$ cat config.mk
export PLATFORM = sky130hd
export DESIGN_NAME = mul_div_unit
export DESIGN_NICKNAME = d
export VERILOG_FILES = /design/src/rtl/mul_div_unit.sv
export SDC_FILE = /design/constraint.sdc
export NUM_CORES = 1
export LEC_CHECK = 0
export CAP_MARGIN = 20
export CELL_PAD_IN_SITES_DETAIL_PLACEMENT = 1
export CELL_PAD_IN_SITES_GLOBAL_PLACEMENT = 2
export CORE_MARGIN = 5
export CORE_UTILIZATION = 32
export DETAILED_ROUTE_END_ITERATION = 16
export PLACE_DENSITY_LB_ADDON = 0.15
export SLEW_MARGIN = 20
export SYNTH_ARGS = -nofsm -noshare
export SYNTH_HDL_FRONTEND = slang
export SYNTH_SLANG_ARGS = --single-unit
$ cat constraint.sdc
create_clock -name clk -period 4.5 [get_ports clk]
set_input_delay 0.675 -clock clk [delete_from_list [all_inputs] [get_ports clk]]
set_output_delay 0.675 -clock clk [all_outputs]
set_load 0.02 [all_outputs]
$ cat src/rtl/mul_div_unit.sv
// Iterative multiply/divide unit with architectural HI/LO registers.
// A single 64-bit accumulator carries the shift-add product or the
// {remainder, quotient} pair; signs are fixed up when HI/LO are written.
module mul_div_unit #(
  parameter int FAST_MUL = 0
) (
  input  logic        clk,
  input  logic        rst,
  input  logic        start,
  input  logic [2:0]  op,
  input  logic [31:0] a,
  input  logic [31:0] b,
  output logic        busy,
  output logic        done,
  output logic [31:0] hi,
  output logic [31:0] lo
);

  typedef enum logic {IDLE, RUN} state_t;

  localparam logic [2:0] OP_MTHI = 3'b100;
  localparam logic [2:0] OP_MTLO = 3'b101;

  state_t      state, state_nx;
  logic [5:0]  cnt;
  logic [1:0]  op_r;     // bit1: divide, bit0: unsigned
  logic [31:0] a_r, b_r;
  logic [63:0] acc;      // mul: {partial, multiplier}; div: {rem, quotient}
  logic [31:0] opnd;     // multiplicand or divisor magnitude

  logic        launch, finish;
  logic        sgn_in, neg_a, neg_b;
  logic [31:0] mag_a, mag_b;
  logic        sa, sb;
  logic [32:0] mul_sum;
  logic        div_ok;
  logic [31:0] div_rem;
  logic [63:0] acc_nx;
  logic [63:0] ext_a, ext_b, fprod;
  logic [63:0] result;

  assign launch = (state == IDLE) && start && !op[2];
  assign finish = (state == RUN) && (cnt == 6'd1);
  assign busy   = (state == RUN);

  // Magnitudes of the incoming operands; only MULT/DIV (op[0]=0) are signed.
  // -0x80000000 wraps to 0x80000000, which is exactly 2^31 as unsigned.
  assign sgn_in = !op[0];
  assign neg_a  = sgn_in & a[31];
  assign neg_b  = sgn_in & b[31];
  assign mag_a  = neg_a ? -a : a;
  assign mag_b  = neg_b ? -b : b;

  // Sign of the latched operands, used for the final correction.
  assign sa = !op_r[0] & a_r[31];
  assign sb = !op_r[0] & b_r[31];

  // Full-width signed product for the single-cycle multiply option.
  assign ext_a = {{32{sa}}, a_r};
  assign ext_b = {{32{sb}}, b_r};
  assign fprod = $signed(ext_a) * $signed(ext_b);

  // One iteration of shift-add multiply or restoring divide.
  always_comb begin
    mul_sum = {1'b0, acc[63:32]} + (acc[0] ? {1'b0, opnd} : 33'd0);
    div_ok  = acc[63] | (acc[62:31] >= opnd);
    div_rem = acc[62:31] - opnd;
    if (op_r[1])
      acc_nx = div_ok ? {div_rem, acc[30:0], 1'b1} : {acc[62:0], 1'b0};
    else
      acc_nx = {mul_sum, acc[31:1]};
  end

  // Sign-corrected result as it will land in {hi, lo}; taken from the
  // accumulator after its last step (acc_nx) on the finishing edge.
  always_comb begin
    result = 64'd0;
    if (!op_r[1]) begin
      if (FAST_MUL != 0) result = fprod;
      else               result = (sa ^ sb) ? -acc_nx : acc_nx;
    end else if (b_r == 32'd0) begin
      result = {a_r, 32'hFFFF_FFFF};
    end else begin
      result[63:32] = sa ? -acc_nx[63:32] : acc_nx[63:32];
      result[31:0]  = (sa ^ sb) ? -acc_nx[31:0] : acc_nx[31:0];
    end
  end

  // State register.
  always_ff @(posedge clk or negedge rst) begin
    if (!rst) state <= IDLE;
    else      state <= state_nx;
  end

  // Next-state logic: launch from IDLE, return on the final count.
  always_comb begin
    state_nx = state;
    case (state)
      IDLE:    if (launch) state_nx = RUN;
      RUN:     if (finish) state_nx = IDLE;
      default: state_nx = IDLE;
    endcase
  end

  // Datapath: operand capture, iteration, HI/LO writes and done pulse.
  always_ff @(posedge clk or negedge rst) begin
    if (!rst) begin
      cnt  <= 6'd0;
      op_r <= 2'd0;
      a_r  <= 32'd0;
      b_r  <= 32'd0;
      acc  <= 64'd0;
      opnd <= 32'd0;
      hi   <= 32'd0;
      lo   <= 32'd0;
      done <= 1'b0;
    end else begin
      done <= finish;
      if (state == IDLE) begin
        if (start && op == OP_MTHI) hi <= a;
        if (start && op == OP_MTLO) lo <= a;
        if (launch) begin
          op_r <= op[1:0];
          a_r  <= a;
          b_r  <= b;
          cnt  <= (!op[1] && FAST_MUL != 0) ? 6'd1 : 6'd32;
          acc  <= {32'd0, op[1] ? mag_a : mag_b};
          opnd <= op[1] ? mag_b : mag_a;
        end
      end else begin
        cnt <= cnt - 6'd1;
        acc <= acc_nx;
        if (finish) {hi, lo} <= result;
      end
    end
  end

endmodule

# == Yosys cells after proc, flatten, opt, wreduce, memory -nomap -nowiden ==
# Cells that the tools add are included.
# totals
register_bits,234
inputBits,70
out_inout_bits,66
elab_cells,70
# op_classes
add_sub_neg,8
n_lt_le_gt_ge,1
n_eq_ne,4
mux,25
bitwise_logic,7
reduce_logical,15
# ops
op,count
64-bit 2-to-1 mux,7
32-bit 2-to-1 mux,13
32-bit negation,4
64-bit negation,1
32-bit by 32-bit adder with 33-bit output,1
32-bit >= comparator,1
32-bit logical NOT,1
32-bit subtractor,1
6-bit 2-to-1 mux,2
3-bit == test (second input constant),2
6-bit by 1-bit == test with 1-bit output (second input constant),1
2-bit AND reduction,3
2-bit nonzero test,3
6-bit by 1-bit subtractor with 6-bit output (second input constant),1
1-bit logical AND,5
1-bit AND,4
1-bit logical NOT,3
1-bit 2-to-1 mux,2
2-bit by 1-bit != test with 1-bit output (second input constant),1
1-bit case mux with 2 select lines,1
1-bit inverter,1
1-bit bitwise OR,1
1-bit bitwise XOR,1

# == Logic depth before layout (Yosys ltp) ==
# depth
depth_word,10
mapped_depth,22
depth_no_buf,21

# == Worst setup path after synthesis ==
# OpenSTA, ideal clock, no wires.
# synth_timing
path_kind,flip-flop to flip-flop
start,register acc[60]
end,register hi[18]
setup_ns,0.125
arrival_ns,4.173
required_ns,4.375
path_slack_ns,0.201
stages_incl_launch_ff,20
n_path_buf,1
period_less_slack_ns,4.299
cell_sequence,dfrtp_1 ha_1 a21oi_2 nor2_1 a2111oi_4 o211ai_1 nor2_4 buf_2 a21oi_1 inv_1 ha_1 and4_1 nand2_1 or3_1 a2111oi_2 nand4b_1 o21ai_0 o22a_1 mux2i_1 a2111oi_0
# synth_between
elab_chain_cells,10
word_cells_on_any_way,12
cone_classes,add/sub: 2; order compare: 1; mux: 8; bitwise: 1
# synth_lines
element,line,source
start: declaration,28,logic [63:0] acc;
start signal: assignment,127,"acc <= {32'd0, op[1] ? mag_a : mag_b};"
start signal: assignment,132,acc <= acc_nx;
32-bit >= comparator *,66,div_ok = acc[63] | (acc[62:31] >= opnd);
1-bit bitwise OR *,66,
64-bit 2-to-1 mux *,69,"acc_nx = div_ok ? {div_rem, acc[30:0], 1'b1} : {acc[62:0], 1'b0};"
64-bit 2-to-1 mux *,68,if (op_r[1])
32-bit negation,84,result[63:32] = sa ? -acc_nx[63:32] : acc_nx[63:32];
32-bit 2-to-1 mux,84,
64-bit 2-to-1 mux,81,end else if (b_r == 32'd0) begin
64-bit 2-to-1 mux *,78,if (!op_r[1]) begin
32-bit 2-to-1 mux *,133,"if (finish) {hi, lo} <= result;"
32-bit 2-to-1 mux *,119,if (state == IDLE) begin
end signal: assignment,133,
end: declaration,15,"output logic [31:0] hi,"
# Every way passes the cells marked *; elsewhere a longest branch is shown, timed or not. The select of a mux whose other input is x is not followed.
# A chain may end at the register's enable or synchronous reset.

# == Worst setup path in the final report ==
# layout_timing
start,register acc[54]
end,register hi[21]
# layout_between
elab_chain_cells,10
word_cells_on_any_way,13
cone_classes,add/sub: 3; order compare: 1; mux: 8; bitwise: 1
# layout_lines
element,line
32-bit >= comparator,66
1-bit bitwise OR,66
64-bit 2-to-1 mux,69
64-bit 2-to-1 mux *,68
32-bit negation,84
32-bit 2-to-1 mux,84
64-bit 2-to-1 mux,81
64-bit 2-to-1 mux *,78
32-bit 2-to-1 mux *,133
32-bit 2-to-1 mux *,119
# Marks and branches as above.

==> flow_summary.yaml <==
global_routing:
  grt_pass1_wl_mm: 156
  antenna_found_initial: 5
  track_usage_pct: 30.6
  grt_start_max_net_pins: 96
  grt_overflow_total: 0
  grt_pass1_vias: 23773
synth:
  yosysMostFrequentCell: "nand2_1"
  synthTopCellsByArea: "dfrtp_1 (29%), nand2_1 (8.9%), o21ai_0 (6.2%)"
  synthCells: 2652
  ys_types: 99
  syn-num-nets: 2794
  synth_edf_count: 0
  synthArstFlopShare_pct: 100
  synth_top_area_share_pct: 29.2
  synthFlopType: "dfrtp_1"
  yosysSeqAreaShare_pct: 29.2
  ys_ff_latch: 234
  syn-cell-area_mm2: 0.0201
  postSynthAreaPerCell_um2: 7.57
  synth_top_cells_by_count: "nand2_1 (475), o21ai_0 (249), dfrtp_1 (234), nor2_1 (194), a21oi_1 (193)"
  yosysWarnings: 0
  yosys.area.top_type: "dfrtp_1"
setup_path:
  cp_cell_sequence: "ha_1, a21oi_2, o21ai_2, a21oi_2, buf_4, o211a_4, a211oi_1, a311o_1, o32a_1, buf_4, or3_4, buf_4, or3b_4, o31a_1, mux2i_1, a31oi_1"
  r2r_start: "acc[54]"
  critPathArrivalTime_ps: 4850
  max_stage_delay_ps: 420
  slowest_stage: "o32a_1"
  worstPathRequired_ps: 4910
  crit_path_end_kind: "flip-flop"
  crit_top_cell: "buf_4"
  reg2reg_to: "hi[21]"
  cp_top_family: "compound AO/OA/AOI/OAI gates"
  path_max_fanout: 8
  critPathLaunchType: "flip-flop"
  path_class: "reg -> reg"
  crit_buf_inv: 3
  r2r_cells: 16
  rrSetupSlack_ps: 60
floorplan:
  initial_utilization_pct: 32.4
  core-area_mm2: 0.0619
  num_rows: 91
  die_h_um: 260
  ios: 136
  dieArea_mm2: 0.0678
  die_w_um: 260
place:
  placement.cell_area_mm2: 0.0250
  place_congestion: 0.982
  port_buffers: 135
  hpwl_mm: 84.9
  pre_cts_ws_ps: -295
timing:
  skew_ps: 16.8
  hold_violations: 0
  min_period_over_period_pct: 98.6
  rsz0062_at_grt: "yes"
  relSlewSlack_pct: 26.6
  fin_ws_ps: 61.7
  fmax_ghz: 0.225
  tightest_slew_ps: 1100
  setup_viol: 0
  maxSlewViolCount: 0
  min_period_ps: 4440
drt:
  final_antenna_net_count: 0
  vias_per_cell: 5.73
  routed_wl_mm: 107
  drc_errors: 0
  via_count: 22659
  drtPass1Iterations: 5
  first_iter_violations: 1515
  avgRoutedWirePerCell_um: 27.0
clock_network:
  htree_levels: 2
  clock_path_buffers: 3
  cts_tree: "done"
  clkTransAtPathRegs_ps: 60
  cts_buffers: 34
  clock-root-buffer: "clkbuf_16"
  holdBufCountCts: 0
  clk_latency_ps: 560
  cts.sink_count: 234
final_layout:
  multiInputGateArea_mm2: 0.0139
  fill_cells: 7538
  seq_area_mm2: 0.00587
  drive_gt1_share_pct: 22.6
  final_area_mm2: 0.0270
  nets: 3236
  area_growth_pct: 34.4
hold_path:
  hp-class: "in -> async"
run_status:
  status: "finished clean"
job:
  drv_cap: 0
## cells in the final DEF, fill, tap and decap left out, types with 13 or more instances in the layout
master and instances:
nand2_1 473, buf_4 427, o21ai_0 235, dfrtp_1 230
nor2_1 190, a21oi_1 171, clkdlybuf4s50_1 133, xnor2_1 96
inv_1 77, xor2_1 63, nor3_1 55, ha_1 53
and2_1 43, mux2i_1 41, o211ai_1 38, o22ai_1 38
nand3_1 37, a31oi_1 36, clkbuf_16 34, a21o_1 30
mux2_2 27, nand4_1 26, nor4_1 26, o221ai_1 26
a21oi_2 23, and3_1 21, a22oi_1 20, or3_1 20
o31ai_1 19, o21ai_1 18, nor2b_1 17, a211oi_1 17
o21a_1 16, nand2b_1 15, or2_2 13
## worst max-delay path by stage
| stage | from | endpoint | slack (ps) | depth (start not counted) |
|---|---|---|---|---|
| after detailed placement | opnd[7] | hi[8] | -290 | 23 |
| after global routing | acc[54] | hi[21] | -70 | 16 |
| after floorplan | acc[60] | hi[18] | 200 | 19 |
| final | acc[54] | hi[21] | 60 | 16 |
| after CTS | opnd[1] | hi[8] | -50 | 24 |
| after global placement | acc[31] | hi[31] | -220 | 18 |
## worst reg2reg max path, cell delays in order, from the launching register on
cell	delay (ps)
dfrtp_1	390
ha_1	390
a21oi_2	230
o21ai_2	100
a21oi_2	230
buf_4	170
o211a_4	220
a211oi_1	100
a311o_1	370
o32a_1	420
buf_4	180
or3_4	400
buf_4	160
or3b_4	380
o31a_1	260
mux2i_1	170
a31oi_1	110
## through the flow
step / std cells / util [%] / hold WS, ps / setup TNS, ps
2_1_floorplan: 2652 / - / 379 / 0
3_3_place_gp: 3867 / 40.3 / 454 / -2250
3_5_place_dp: 3867 / 40.3 / 466 / -4470
4_1_cts: 3935 / 42.5 / 222 / -50.3
5_1_grt: 3954 / 43.6 / 204 / -213
6_report: 3955 / 43.6 / 123 / 0
## routing by layer
layer | global-route usage [%] | vias up | part of all wire (%)
met5 | 0 | - | 0.028
met4 | 14.9 | 2 | 6.1
met3 | 3.03 | 218 | 3.9
met2 | 52.5 | 571 | 48
met1 | 38.5 | 11432 | 42
li1 | - | 10436 | -
## what timing repair did
item                                    4_1_cts  5_1_grt
cloned                                        0        0
setup buffers                                 9       20
endpoints found under the setup margin       29       28
pin swaps                                    16       38
gates resized for setup                      59      104
## sequential cells by signal (all words and copies together), names as in the netlist
register	flops
done	1
acc	64
opnd	32
op_r	2
busy	1
cnt	6
a_r	32
lo	32
b_r	32
hi	32
## area by class of cell
cell class                 instances  area share, %
antenna                            1        0.00928
clock buffer                      46           3.54
clock inverter                    13          0.445
inverter                          85           1.18
multi-input combinational       2166           51.7
sequential                       234           21.7
tap                              837           3.88
timing repair buffer             573           17.5
## cell families (layout without fill, tap and decap cells)
family / after synthesis / count (layout) / share of synthesized area, %
buffers and inverters: 252 / 717 / 5.07
adder cells (fa/ha/maj): 72 / 72 / 4.56
AO/OA/AOI/OAI: 838 / 838 / 26.7
AND/OR/NAND/NOR: 1025 / 1025 / 23.8
flip-flops: 234 / 234 / 29.2
other: 0 / 1 / 0
multiplexers: 68 / 68 / 3.56
XOR/XNOR: 163 / 163 / 7.11
Power is not shown: default switching activity piles up to over one toggle a cycle in this logic, so the estimate is an artifact.
==> patch 1 (same settings) <==
Make the reset (`rst`) synchronous in 2 clocked blocks.
--- a/src/rtl/mul_div_unit.sv
+++ b/src/rtl/mul_div_unit.sv
@@ -87,7 +87,7 @@
   end
 
   // State register.
-  always_ff @(posedge clk or negedge rst) begin
+  always_ff @(posedge clk) begin
     if (!rst) state <= IDLE;
     else      state <= state_nx;
   end
@@ -103,7 +103,7 @@
   end
 
   // Datapath: operand capture, iteration, HI/LO writes and done pulse.
-  always_ff @(posedge clk or negedge rst) begin
+  always_ff @(posedge clk) begin
     if (!rst) begin
       cnt  <= 6'd0;
       op_r <= 2'd0;
Check against the original RTL: differs if rst is asserted again (counterexample within 4 cycles, from zero or initial values and one cycle with rst low); with rst held inactive, the same outputs for 4 cycles.
==> patch 1 against the original RTL <==
Worst hold slack gained 0.33 ns. Sequential share of layout area shrank 2.7 points. Area after synthesis shrank 6.6%. Sequential cell count is the same. Clock skew grew 0.0012 ns. Non-clock buffer count shrank 121. Setup slack gained 0.0085 ns. Cell area shrank 8.5%. Wire length shrank 6.9%. Synthesized cell count grew 0.15%. Via count shrank 4.7%. Highest routed layer is now met4.
Power is left out: it rests on default switching activity, and per cell area and clock period it moved more than threefold.
==> patch 1: results <==
[status]
outcome = completed

[cells_and_area]
drive_above_1_share = 0.181
fillers = 7122
regMostFlops = acc
nets = 3104
largest_reg_flops = 64

[critical_path]
cp_max_fo = 11
crit_arrival_ns = 4.90
reg2reg_slack_ns = 0.07
r2r_cells = 18

[grt]
grt_pass1_vias = 22100
grt_use_total = 0.297
grt_pass1_wl_mm = 144
grt_max_degree = 98
antenna_found_initial = 4

[synth]
synth_top_flop_cell = dfxtp_1
ys_seq_area_frac = 0.250
async_reset_ff_frac = 0
ys.warnings.count = 0
synth_common_cells = 378 x nand2_1, 309 x a21oi_1, 282 x nor2_1, 234 x dfxtp_1, 148 x o21ai_0
synthTopCellsByArea = dfxtp_1 25%, a21oi_1 8.3%, nand2_1 7.6%
yosysUniqueCellTypes = 88
syn-num-nets = 2798

[detailed_routing]
post_drt_via_cell_ratio = 5.75
dr.first_iter.drc_count = 1368
wl_per_cell_um = 26.5
dr.pass1.iters = 5

[sta]
tightest_slew_ns = 0.925
finalHoldViolations = 0
whs_ns = 0.454
fin_skew_ns = 0.0180

[clock_network]
cts_root_buffer = clkbuf_16
path_clk_slew_ns = 0.06
cts_max_path_buffers = 3
clk_latency_ns = 0.61
numCtsBuffers = 31
cts_max_level = 1

[placement]
place.gp.congestion = 0.952
io_buffers = 135
place_hpwl_mm = 77.6

[min_path]
hold_depth = 2
hp-class = register to register
-- patch 1: cell types whose count changed after synthesis, sizes merged, moves of 16 or more --
cell / delta
a211oi: +17
a21oi: +112
a31oi: +31
clkbuf: +25
dfrtp: -234
dfxtp: +234
nand2: -97
nor2: +87
o21ai: -112
o221ai: -16
o22ai: -27
-- patch 1: repair_timing --
| action | 4_1_cts | 5_1_grt |
|---|---|---|
| gates cloned | 0 | 1 |
| endpoints found under the setup margin | 18 | 31 |
| resized for setup | 32 | 100 |
| setup buffers | 5 | 19 |
| pin swaps | 12 | 64 |
-- patch 1: per-layer routing --
layer | track usage | vias up | wire, um | share of wire
li1 | - | 10100 | - | -
met1 | 0.364 | 10700 | 41200 | 0.41
met2 | 0.512 | 566 | 47400 | 0.48
met3 | 0.0478 | 196 | 5220 | 0.052
met4 | 0.135 | 0 | 5710 | 0.057
met5 | 0 | - | 0 | 0
-- patch 1: worst max-delay path, stage by stage (launching register included) --
cell and delay, ns:
dfxtp_2 0.33, buf_6 0.14, and2_4 0.17, ha_4 0.28, o211ai_1 0.11, o211ai_1 0.31, a31oi_1 0.15, buf_4 0.18
o41ai_2 0.27, buf_4 0.23, xnor2_2 0.13, nand2_1 0.09, a211o_1 0.33, or4b_4 0.61, and4bb_2 0.38, a21oi_2 0.07
xor2_1 0.16, a22oi_1 0.20, a41oi_1 0.14
-- patch 1: area by class of cell --
type                       count  area (um^2)  area share
multi-input combinational   2172        13700       0.556
antenna                        1         2.50    0.000101
sequential                   234         4700       0.191
clock inverter                16          265      0.0107
clock buffer                  41          883      0.0358
inverter                      71          273      0.0111
tap                          765          957      0.0388
timing repair buffer         452         3890       0.157
-- patch 1: final timing paths --
| check | startpoint | endpoint |
|---|---|---|
| worst min register to register | b_r[27] | b_r[27] |
| worst min-delay path | b_r[27] | b_r[27] |
| worst max-delay path | acc[0] | hi[27] |
| worst max register to register | acc[0] | hi[27] |
-- patch 1: kinds of logic after synthesis --
logic type      Yosys count  share of synthesized area
fa+ha+maj                72                     0.0489
compound gates          827                      0.276
xor+xnor                178                     0.0832
mux                      60                     0.0336
flops                   234                      0.250
buf+inv                 250                     0.0523
simple gates           1035                      0.256
-- patch 1: through the flow --
stage,util,instances,area (um^2),setup slack (ns)
floorplan,-,2656,18700,0.0469
global placement,0.392,3670,22700,-0.239
detailed placement,0.392,3670,22700,-0.394
CTS,0.416,3732,24100,-0.0266
global route,0.427,3751,24700,-0.133
finish,0.427,3752,24700,0.0702
==> patch 2 (config.mk and constraints unchanged) <==
Made on the original files. Put one more register stage on the output `hi`. The value now appears one clock later. The other outputs are not delayed to match.
--- a/src/rtl/mul_div_unit.sv
+++ b/src/rtl/mul_div_unit.sv
@@ -20,6 +20,8 @@
 
   localparam logic [2:0] OP_MTHI = 3'b100;
   localparam logic [2:0] OP_MTLO = 3'b101;
+
+  logic [31:0] hi_s0;
 
   state_t      state, state_nx;
   logic [5:0]  cnt;
@@ -111,13 +113,13 @@
       b_r  <= 32'd0;
       acc  <= 64'd0;
       opnd <= 32'd0;
-      hi   <= 32'd0;
+      hi_s0 <= 32'd0;
       lo   <= 32'd0;
       done <= 1'b0;
     end else begin
       done <= finish;
       if (state == IDLE) begin
-        if (start && op == OP_MTHI) hi <= a;
+        if (start && op == OP_MTHI) hi_s0 <= a;
         if (start && op == OP_MTLO) lo <= a;
         if (launch) begin
           op_r <= op[1:0];
@@ -130,10 +132,14 @@
       end else begin
         cnt <= cnt - 6'd1;
         acc <= acc_nx;
-        if (finish) {hi, lo} <= result;
+        if (finish) {hi_s0, lo} <= result;
       end
     end
   end
 
+  always_ff @(posedge clk) begin
+    hi <= hi_s0;
+  end
+
 endmodule
 
Check against the original RTL: not equivalent (a bounded check fails within 4 cycles, from zero or initial values and one cycle with rst low).
==> patch 2 against the original RTL <==
The flow now finishes with violations (negative setup slack). Cell area grew 7.2%. Area after synthesis grew 3.6%. Sequential cell count grew 32. Wire length grew 6.3%. Setup slack lost 0.085 ns. Critical path depth grew 3.
Power is left out: the tool's default activity adds up to more than one toggle a clock period on the data nets, which glitch-free logic cannot reach.
==> patch 2: results <==
[grt]
grt_use_total = 0.311
antenna_found_initial = 4
grt_max_degree = 92
grt_pass1_vias = 25000
grt_pass1_wl_mm = 166

[synth]
synthTopCellsByArea = dfrtp_1 28%, nand2_1 8.8%, o21ai_0 5.2%
syn-num-nets = 2857
synth_top_flop_cell = dfrtp_1
synth_top_area_frac = 0.282
synth.avg_cell_area_um2 = 7.66
ys.warnings.count = 0
synth_common_cells = 487 x nand2_1, 234 x dfrtp_1, 233 x nor2_1, 215 x o21ai_0, 176 x a21oi_1
synth_compound_area_frac = 0.250
ys_seq_area_frac = 0.312
synthMuxAreaShare = 0.0312
yosysUniqueCellTypes = 93
async_reset_ff_frac = 0.880
synthXorXnorAreaFrac = 0.0670
synthAdderAreaFrac = 0.0441

[clock_network]
cts_max_path_buffers = 3
numCtsBuffers = 36
path_clk_slew_ns = 0.06
cts_root_buffer = clkbuf_16
clk_latency_ns = 0.57

[sta]
whs_ns = 0.194
setup_viol = 1
tightest_slew_ns = 1.09
fin_setup_tns_ns = -0.0235
layout_setup_ws_ns = -0.0235
fin_skew_ns = 0.0252

[cells_and_area]
largest_reg_flops = 64
nets = 3401
regMostFlops = acc
drive_above_1_share = 0.242

[critical_path]
r2r_cells = 19
worstReg2RegStart = acc[51]
reg2reg_slack_ns = -0.02
crit_arrival_ns = 4.95
cp_max_fo = 4
reg2reg_to = hi_s0[22]
crit_slowest_cell = or4_4
critPathMaxStageDelay_ns = 0.68

[status]
violations = negative setup slack
outcome = finished, violations left

[detailed_routing]
dr.first_iter.drc_count = 1659
dr.pass1.iters = 5
vias = 23900
wl_per_cell_um = 27.4

[placement]
place_hpwl_mm = 90.4
place.gp.congestion = 0.958

[min_path]
hp-class = input pin to async pin
## patch 2: worst max path at each step
stage,depth (start not counted),from,end
floorplan,17,acc[0],hi_s0[31]
global placement,19,opnd[21],hi_s0[8]
detailed placement,19,opnd[21],hi_s0[8]
CTS,20,opnd[0],hi_s0[30]
global route,20,opnd[23],hi_s0[14]
finish,19,acc[51],hi_s0[22]
## patch 2: cell families (layout without fill, tap and decap cells)
group           after synthesis  after routing
compound gates              799            799
fa+ha+maj                    72             72
flops                       266            266
other cells                   0              1
buf+inv                     235            807
mux                          61             61
simple gates               1123           1123
xor+xnor                    159            159
## patch 2: layout make-up
cell class,count,area [um^2]
Fill cell,7701,35400
Sequential cell,266,6510
Inverter,69,259
Clock inverter,11,170
Antenna cell,1,2.50
Clock buffer,55,1130
Tap cell,855,1070
Timing Repair Buffer,672,5540
Multi-Input combinational cell,2214,14200
## patch 2: metal layers
layer / wire, um / share of wire / track usage
met1: 47100 / 0.41 / 0.396
met3: 5940 / 0.052 / 0.0396
met5: 0 / 0 / 0
met4: 6340 / 0.056 / 0.144
met2: 54200 / 0.48 / 0.528
## patch 2: metrics by stage
step,cell area (um^2),setup slack [ns],utilization,cells
after floorplan,20900,-0.00791,-,2715
after global placement,26500,-0.477,0.413,4043
after detailed placement,26600,-0.448,0.413,4043
after CTS,28300,0.000470,0.440,4125
after global routing,28900,-0.196,0.449,4142
final,28900,-0.0235,0.449,4143
## patch 2: what timing repair did
item,4_1_cts,5_1_grt
setup buffers,16,18
pin swaps,24,60
cloned,0,0
gates resized for setup,60,108
setup endpoints to repair,26,29
